--- src/rtl/miner_csr_slave_if.sv ---
// Avalon-MM slave bus bundle between the HPS lightweight bridge and miner_csr_slave.
//   avs_address       word address (5 bits)
//   avs_read          read strobe, one cycle
//   avs_write         write strobe, one cycle
//   avs_writedata     write data (32 bits)
//   avs_readdata      read data, qualified by avs_readdatavalid
//   avs_readdatavalid read data valid, one cycle after avs_read
interface miner_csr_slave_if;
    logic [4:0]  avs_address;
    logic        avs_read;
    logic        avs_write;
    logic [31:0] avs_writedata;
    logic [31:0] avs_readdata;
    logic        avs_readdatavalid;

    modport master (
        output avs_address, avs_read, avs_write, avs_writedata,
        input  avs_readdata, avs_readdatavalid
    );

    modport slave (
        input  avs_address, avs_read, avs_write, avs_writedata,
        output avs_readdata, avs_readdatavalid
    );
endinterface

--- src/rtl/miner_csr_slave.sv ---
// Host-side register slave for sha3_256_miner.
// Holds header/difficulty/start_nonce/control for the miner, returns solution,
// status and elapsed cycle count, and turns a miner irq rising edge into a
// maskable, host-clearable interrupt.
// Ports:
//   clk, rst             clock; synchronous active-high reset
//   avs                  Avalon-MM slave bus (miner_csr_slave_if.slave)
//   irq_out              level interrupt to host = PENDING & ENABLE
//   miner_header         256-bit header to miner
//   miner_difficulty     256-bit difficulty to miner
//   miner_start_nonce    64-bit start nonce to miner
//   miner_control        19-bit control to miner (bit0 = run)
//   miner_solution       64-bit solution from miner
//   miner_status         {test, run, found} from miner
//   miner_irq            found indication from miner
//
// state    | meaning
// ---------+---------------------------------------------
// ST_IDLE  | miner stopped, data registers writable
// ST_RUN   | miner running, ELAPSED counting
// ST_FOUND | miner irq edge seen, ELAPSED frozen
module miner_csr_slave #(
    parameter logic [7:0] PADF_RST = 8'h06,
    parameter logic [7:0] PADL_RST = 8'h80
) (
    input  logic                 clk,
    input  logic                 rst,
    miner_csr_slave_if.slave     avs,
    output logic                 irq_out,
    output logic [255:0]         miner_header,
    output logic [255:0]         miner_difficulty,
    output logic [63:0]          miner_start_nonce,
    output logic [18:0]          miner_control,
    input  logic [63:0]          miner_solution,
    input  logic [2:0]           miner_status,
    input  logic                 miner_irq
);
    typedef enum logic [1:0] {
        ST_IDLE  = 2'd0,
        ST_RUN   = 2'd1,
        ST_FOUND = 2'd2
    } state_t;

    state_t      state_q, state_d;
    logic        irq_q;
    logic        pending, enable, lockerr;
    logic [63:0] elapsed;
    logic [31:0] sol_shadow, ela_shadow;
    logic [31:0] rdata;

    logic [4:0]  addr;
    logic [31:0] wdata;
    logic        wr, rd, ctrl_wr, data_wr, irq_edge;

    assign addr     = avs.avs_address;
    assign wdata    = avs.avs_writedata;
    assign wr       = avs.avs_write;
    assign rd       = avs.avs_read;
    assign ctrl_wr  = wr && (addr == 5'h12);
    // 0x00-0x11 are the miner input registers, frozen while the miner runs
    assign data_wr  = wr && (addr < 5'h12);
    assign irq_edge = miner_irq && !irq_q;
    assign irq_out  = pending && enable;

    always_ff @(posedge clk) begin
        if (rst) state_q <= ST_IDLE;
        else     state_q <= state_d;
    end

    always_comb begin
        state_d = state_q;
        if (ctrl_wr && !wdata[0]) begin
            state_d = ST_IDLE;
        end else begin
            case (state_q)
                ST_IDLE:  if (ctrl_wr && wdata[0]) state_d = ST_RUN;
                ST_RUN:   if (irq_edge)            state_d = ST_FOUND;
                ST_FOUND: state_d = ST_FOUND;
                default:  state_d = ST_IDLE;
            endcase
        end
    end

    always_comb begin
        rdata = 32'h0;
        if (addr[4:3] == 2'b00) begin
            rdata = miner_header[{addr[2:0], 5'b0} +: 32];
        end else if (addr[4:3] == 2'b01) begin
            rdata = miner_difficulty[{addr[2:0], 5'b0} +: 32];
        end else begin
            case (addr)
                5'h10:   rdata = miner_start_nonce[31:0];
                5'h11:   rdata = miner_start_nonce[63:32];
                5'h12:   rdata = {13'h0, miner_control};
                5'h13:   rdata = {24'h0, lockerr, state_q, pending, 1'b0, miner_status};
                5'h14:   rdata = miner_solution[31:0];
                5'h15:   rdata = sol_shadow;
                5'h16:   rdata = {30'h0, enable, pending};
                5'h17:   rdata = elapsed[31:0];
                5'h18:   rdata = ela_shadow;
                default: rdata = 32'h0;
            endcase
        end
    end

    always_ff @(posedge clk) begin
        if (rst) begin
            miner_header          <= '0;
            miner_difficulty      <= '0;
            miner_start_nonce     <= '0;
            miner_control         <= {PADF_RST, PADL_RST, 3'b000};
            irq_q                 <= 1'b0;
            pending               <= 1'b0;
            enable                <= 1'b0;
            lockerr               <= 1'b0;
            elapsed               <= '0;
            sol_shadow            <= '0;
            ela_shadow            <= '0;
            avs.avs_readdata      <= '0;
            avs.avs_readdatavalid <= 1'b0;
        end else begin
            irq_q <= miner_irq;

            if (data_wr) begin
                if (miner_control[0]) begin
                    lockerr <= 1'b1;
                end else begin
                    case (addr[4:3])
                        2'b00:   miner_header[{addr[2:0], 5'b0} +: 32]     <= wdata;
                        2'b01:   miner_difficulty[{addr[2:0], 5'b0} +: 32] <= wdata;
                        default: begin
                            if (addr[0]) miner_start_nonce[63:32] <= wdata;
                            else         miner_start_nonce[31:0]  <= wdata;
                        end
                    endcase
                end
            end

            if (ctrl_wr) begin
                miner_control <= wdata[18:0];
                if (!wdata[0]) lockerr <= 1'b0;
            end

            if (wr && (addr == 5'h16)) begin
                enable <= wdata[1];
                if (wdata[0]) pending <= 1'b0;
            end
            // a new edge must never be lost to a racing clear
            if (irq_edge) pending <= 1'b1;

            if (state_q == ST_IDLE && state_d == ST_RUN)
                elapsed <= '0;
            else if (state_q == ST_RUN && elapsed != '1)
                elapsed <= elapsed + 64'd1;

            avs.avs_readdatavalid <= rd;
            if (rd) begin
                avs.avs_readdata <= rdata;
                // lo-half reads capture the hi half so a 2-word read is coherent
                if (addr == 5'h14) sol_shadow <= miner_solution[63:32];
                if (addr == 5'h17) ela_shadow <= elapsed[63:32];
            end
        end
    end
endmodule

--- src/flat_wrapper.sv ---
// flat-port wrapper written by rule: the top's interface ports become plain ports
module miner_csr_slave_flat 
#(
    parameter logic [7:0] PADF_RST = 8'h06,
    parameter logic [7:0] PADL_RST = 8'h80
)
  (clk, rst, irq_out, miner_header, miner_difficulty, miner_start_nonce, miner_control, miner_solution, miner_status, miner_irq, avs_avs_address, avs_avs_read, avs_avs_write, avs_avs_writedata, avs_avs_readdata, avs_avs_readdatavalid);
  miner_csr_slave_if avs_i ();
  input  logic clk;
  input  logic rst;
  output logic irq_out;
  output logic [255:0] miner_header;
  output logic [255:0] miner_difficulty;
  output logic [63:0] miner_start_nonce;
  output logic [18:0] miner_control;
  input  logic [63:0] miner_solution;
  input  logic [2:0] miner_status;
  input  logic miner_irq;
  input wire logic [$bits(avs_i.avs_address)-1:0] avs_avs_address;
  input wire logic [$bits(avs_i.avs_read)-1:0] avs_avs_read;
  input wire logic [$bits(avs_i.avs_write)-1:0] avs_avs_write;
  input wire logic [$bits(avs_i.avs_writedata)-1:0] avs_avs_writedata;
  output wire logic [$bits(avs_i.avs_readdata)-1:0] avs_avs_readdata;
  output wire logic [$bits(avs_i.avs_readdatavalid)-1:0] avs_avs_readdatavalid;
  assign avs_i.avs_address = avs_avs_address;
  assign avs_i.avs_read = avs_avs_read;
  assign avs_i.avs_write = avs_avs_write;
  assign avs_i.avs_writedata = avs_avs_writedata;
  assign avs_avs_readdata = avs_i.avs_readdata;
  assign avs_avs_readdatavalid = avs_i.avs_readdatavalid;
  miner_csr_slave #(.PADF_RST(PADF_RST), .PADL_RST(PADL_RST)) u_core (.clk(clk), .rst(rst), .avs(avs_i), .irq_out(irq_out), .miner_header(miner_header), .miner_difficulty(miner_difficulty), .miner_start_nonce(miner_start_nonce), .miner_control(miner_control), .miner_solution(miner_solution), .miner_status(miner_status), .miner_irq(miner_irq));
endmodule
--- config.mk ---
export PLATFORM = sky130hd
export DESIGN_NAME = miner_csr_slave_flat
export DESIGN_NICKNAME = d
export VERILOG_FILES = /design/src/rtl/miner_csr_slave_if.sv /design/src/rtl/miner_csr_slave.sv /design/src/flat_wrapper.sv
export SDC_FILE = /design/constraint.sdc
export NUM_CORES = 2
export LEC_CHECK = 0
export CAP_MARGIN = 5
export CORE_UTILIZATION = 29
export DETAILED_ROUTE_END_ITERATION = 8
export SYNTH_ARGS = -nofsm -noshare
export SYNTH_HDL_FRONTEND = slang
export SYNTH_SLANG_ARGS = --single-unit
export TNS_END_PERCENT = 20
--- constraint.sdc ---
create_clock -name clk -period 3.6 [get_ports clk]
set_clock_uncertainty 0.1 [all_clocks]
set_input_delay 0.9 -clock clk [delete_from_list [all_inputs] [get_ports clk]]
set_output_delay 0.9 -clock clk [all_outputs]
set_load 0.01 [all_outputs]
==> impl_metrics.toml <==
[outcome]
status = "complete, no violations"

[sta]
rsz0062_at_grt = "no"
relSlewSlack = 0.407
period_needed_ns = 3.18
fmaxAchievable_mhz = 314
finalMaxSlewViolations = 0
final-hold-violation-count = 0
fin_crit_sh = 0.884
worst_slack_ns = 0.418
worst_slew_pin_slew_ns = 0.887
setup_viol = 0
fin_setup_tns_ns = 0

[synthesis]
async_flop_share = 0
post_synth.cell_area_avg_um2 = 8.05
yosysTopAreaCellShare = 0.460
ys_types = 72
synth_edf_count = 0
syn_area_um2 = 33100
yosys.area.top_type = "dfxtp_1"
synth_warnings = 0
synth-seq-cells = 762
synth_area_leaders = "dfxtp_1, a21oi_1, nor2_1"
synth_ff_type = "dfxtp_1"
netlist_instances = 4115
syn-num-nets = 4231
synth.yosys.seq_area_share = 0.460

[cells_and_area]
n_fill_cell = 11370
final_cell_mix = "nor2_1, dfxtp_1, nand2_1"
regArea_um2 = 15300
final_nets = 4874
areaGrowthSynthToFinish_pct = 39.3
multi_input_area_um2 = 16700
mostFrequentLayoutCell = "nor2_1"
drive_gt1_frac = 0.105

[global_route]
grt_pass1_vias = 31855
grtUsageTotal = 0.293
overflow = 0
antenna_found_initial = 5
grt_pass1_wl_um = 245000
grt_start_max_net_pins = 134

[power]
power_switching_w = 0.00503
pwr-share-comb = 0.071
swShare = 0.256
peakVddDrop_uv = 406
internal_power_w = 0.0146
leakagePower_nw = 15.8
clkPwrFrac = 0.494
p_per_area_nw_per_um2 = 425
pwr-share-seq = 0.435

[clock_tree]
cts_tree = "done"
clk_path_buf_depth = 3
root_buffer = "clkbuf_16"
post_cts_buffers = 0
insertion_delay_ns = 0.70
hold_buffers = 0
cts.clk_slew.worst_paths_ns = 0.06
cts-htree-levels = 3
clkSinkCount = 762
cts_resized = 0
cts_inserted_buffers = 90

[critical_path]
slowest_stage = "clkdlybuf4s50_1"
worst-endpoint-arrival_ns = 3.64
slowest_delay_ns = 0.59
critPathTopFamily = "simple AND/OR/NAND/NOR gates"
critical_path_class = "input port to flip-flop"
crit_path_end_kind = "flip-flop"
cp_max_fo = 20
cp_cell_sequence = "clkdlybuf4s50_1, nor2b_1, and3_1, buf_12, a222oi_1, buf_4, nand4_1, nor3_1, nor3_1"
worstPathRequired_ns = 4.06
critPathBufInv = 3
crit_path_start_kind = "input port"
critPathMostFrequentCell = "nor3_1"

[drt]
dr_total_vias = 34652
wl_per_cell_um = 27.8
wl_um = 176000
drtAntennaViolNets = 0
viasPerCell = 5.47
drt-initial-drc-count = 4247
drtPass1Iterations = 6
drc = 0

[worst_hold_path]
min_path_type = "flip-flop to flip-flop"

[floorplan]
die_x_um = 340
io_pins = 738
core_um2 = 113000
die_h_um = 340
rows = 123
dieArea_um2 = 116000
initial_utilization = 0.293

[place]
dpl.hpwl_um = 129000
place.port_buffers = 737
place_ws_ns = -0.148
routabilityCongestion = 0.979

[run]
cap_violations = 0
## worst reg2reg max path: cells and delay by family, from the launching register on
family / cells / cell delay [ns]
compound gates: 3 / 1.14
flops: 1 / 0.47
simple gates: 3 / 1.29
## synth_stat cells, drive strengths merged (7+ instances only)
master  count
a22oi      21
buf        40
a222oi     25
or4        18
ha          7
clkbuf    308
nor3       66
mux2        9
mux4      128
nand2     768
a21oi     707
dfxtp     762
nor2      869
a311oi      7
or3        27
nand3      40
a22o        7
a221oi     22
o211ai     16
xor2       13
nor3b       8
o21ai      31
o22a        7
mux2i      52
nand4      44
nor4       17
and3       12
and2       14
inv         7
## registers in the layout, indices dropped and copies added (netlist names)
name                          cells
u_core.ela_shadow                32
u_core.enable                     1
u_core.miner_start_nonce         64
u_core.avs.avs_readdata          32
u_core.avs.avs_readdatavalid      1
u_core.miner_header             256
u_core.elapsed                   64
u_core.lockerr                    1
u_core.state_q                    2
u_core.irq_q                      1
u_core.pending                    1
u_core.miner_control             19
u_core.sol_shadow                32
u_core.miner_difficulty         256
## per-layer routing
metal  global-route usage  vias up  wire (µm)
met5                    0        -          0
met4                0.105        0       6930
met3               0.0867      318      19300
met2                0.442     1934      76300
met1                0.396    17021      73800
li1                     -    15379          -
## cell type report
class | instances | share of cell area
Antenna cell | 2 | 0.000108
Sequential cell | 762 | 0.330
Clock inverter | 30 | 0.00946
Clock buffer | 136 | 0.0584
Timing Repair Buffer | 899 | 0.199
Inverter | 7 | 0.000623
Tap cell | 1500 | 0.0406
Multi-Input combinational cell | 2998 | 0.361
## cell families (layout without fill, tap and decap cells)
kind of cell               count (synthesis)  count (layout)  synth area share
and+or+nand+nor                         1917            1917             0.239
adders and majority gates                  7               7           0.00264
DFF                                      762             762             0.460
xor gates and xnor gates                  19              19           0.00502
muxes                                    189             189             0.106
AOI/OAI and AO/OA                        866             866             0.145
other                                      0               2                 0
buffers and inverters                    355            1072            0.0422
## power by group through the flow
| stage | combinational [W] | sequential (W) | clock [W] |
|---|---|---|---|
| floorplan | 0.000590 | 0.00873 | 0 |
| global placement | 0.00137 | 0.00873 | 0 |
| detailed placement | 0.00137 | 0.00873 | 0 |
| CTS | 0.00137 | 0.00855 | 0.00978 |
| global route | 0.00144 | 0.00855 | 0.0101 |
| finish | 0.00139 | 0.00855 | 0.00969 |
## stage by stage
stage	util	area (µm²)	hold WS (ns)	cells	power, W
2_1_floorplan	-	33100	0.333	4115	0.00932
3_3_place_gp	0.381	43000	0.342	6166	0.0101
3_5_place_dp	0.381	43000	0.348	6166	0.0101
4_1_cts	0.409	46200	0.358	6332	0.0197
5_1_grt	0.409	46200	0.371	6332	0.0201
6_report	0.409	46200	0.357	6334	0.0196
## worst paths after layout
check / start / to / slack, ns / cells after the start
max reg2reg: u_core.elapsed[36]$_SDFFE_PP0P_ / u_core.elapsed[43]$_SDFFE_PP0P_ / 0.54 / 6
max: avs_avs_address[3] / u_core.avs.avs_readdata[21]$_SDFFE_PP0P_ / 0.42 / 9
min reg2reg: u_core.sol_shadow[7]$_SDFFE_PP0P_ / u_core.sol_shadow[7]$_SDFFE_PP0P_ / 0.36 / 2
min: u_core.sol_shadow[7]$_SDFFE_PP0P_ / u_core.sol_shadow[7]$_SDFFE_PP0P_ / 0.36 / 2
No activity file was read; power rests on OpenSTA's default activity.
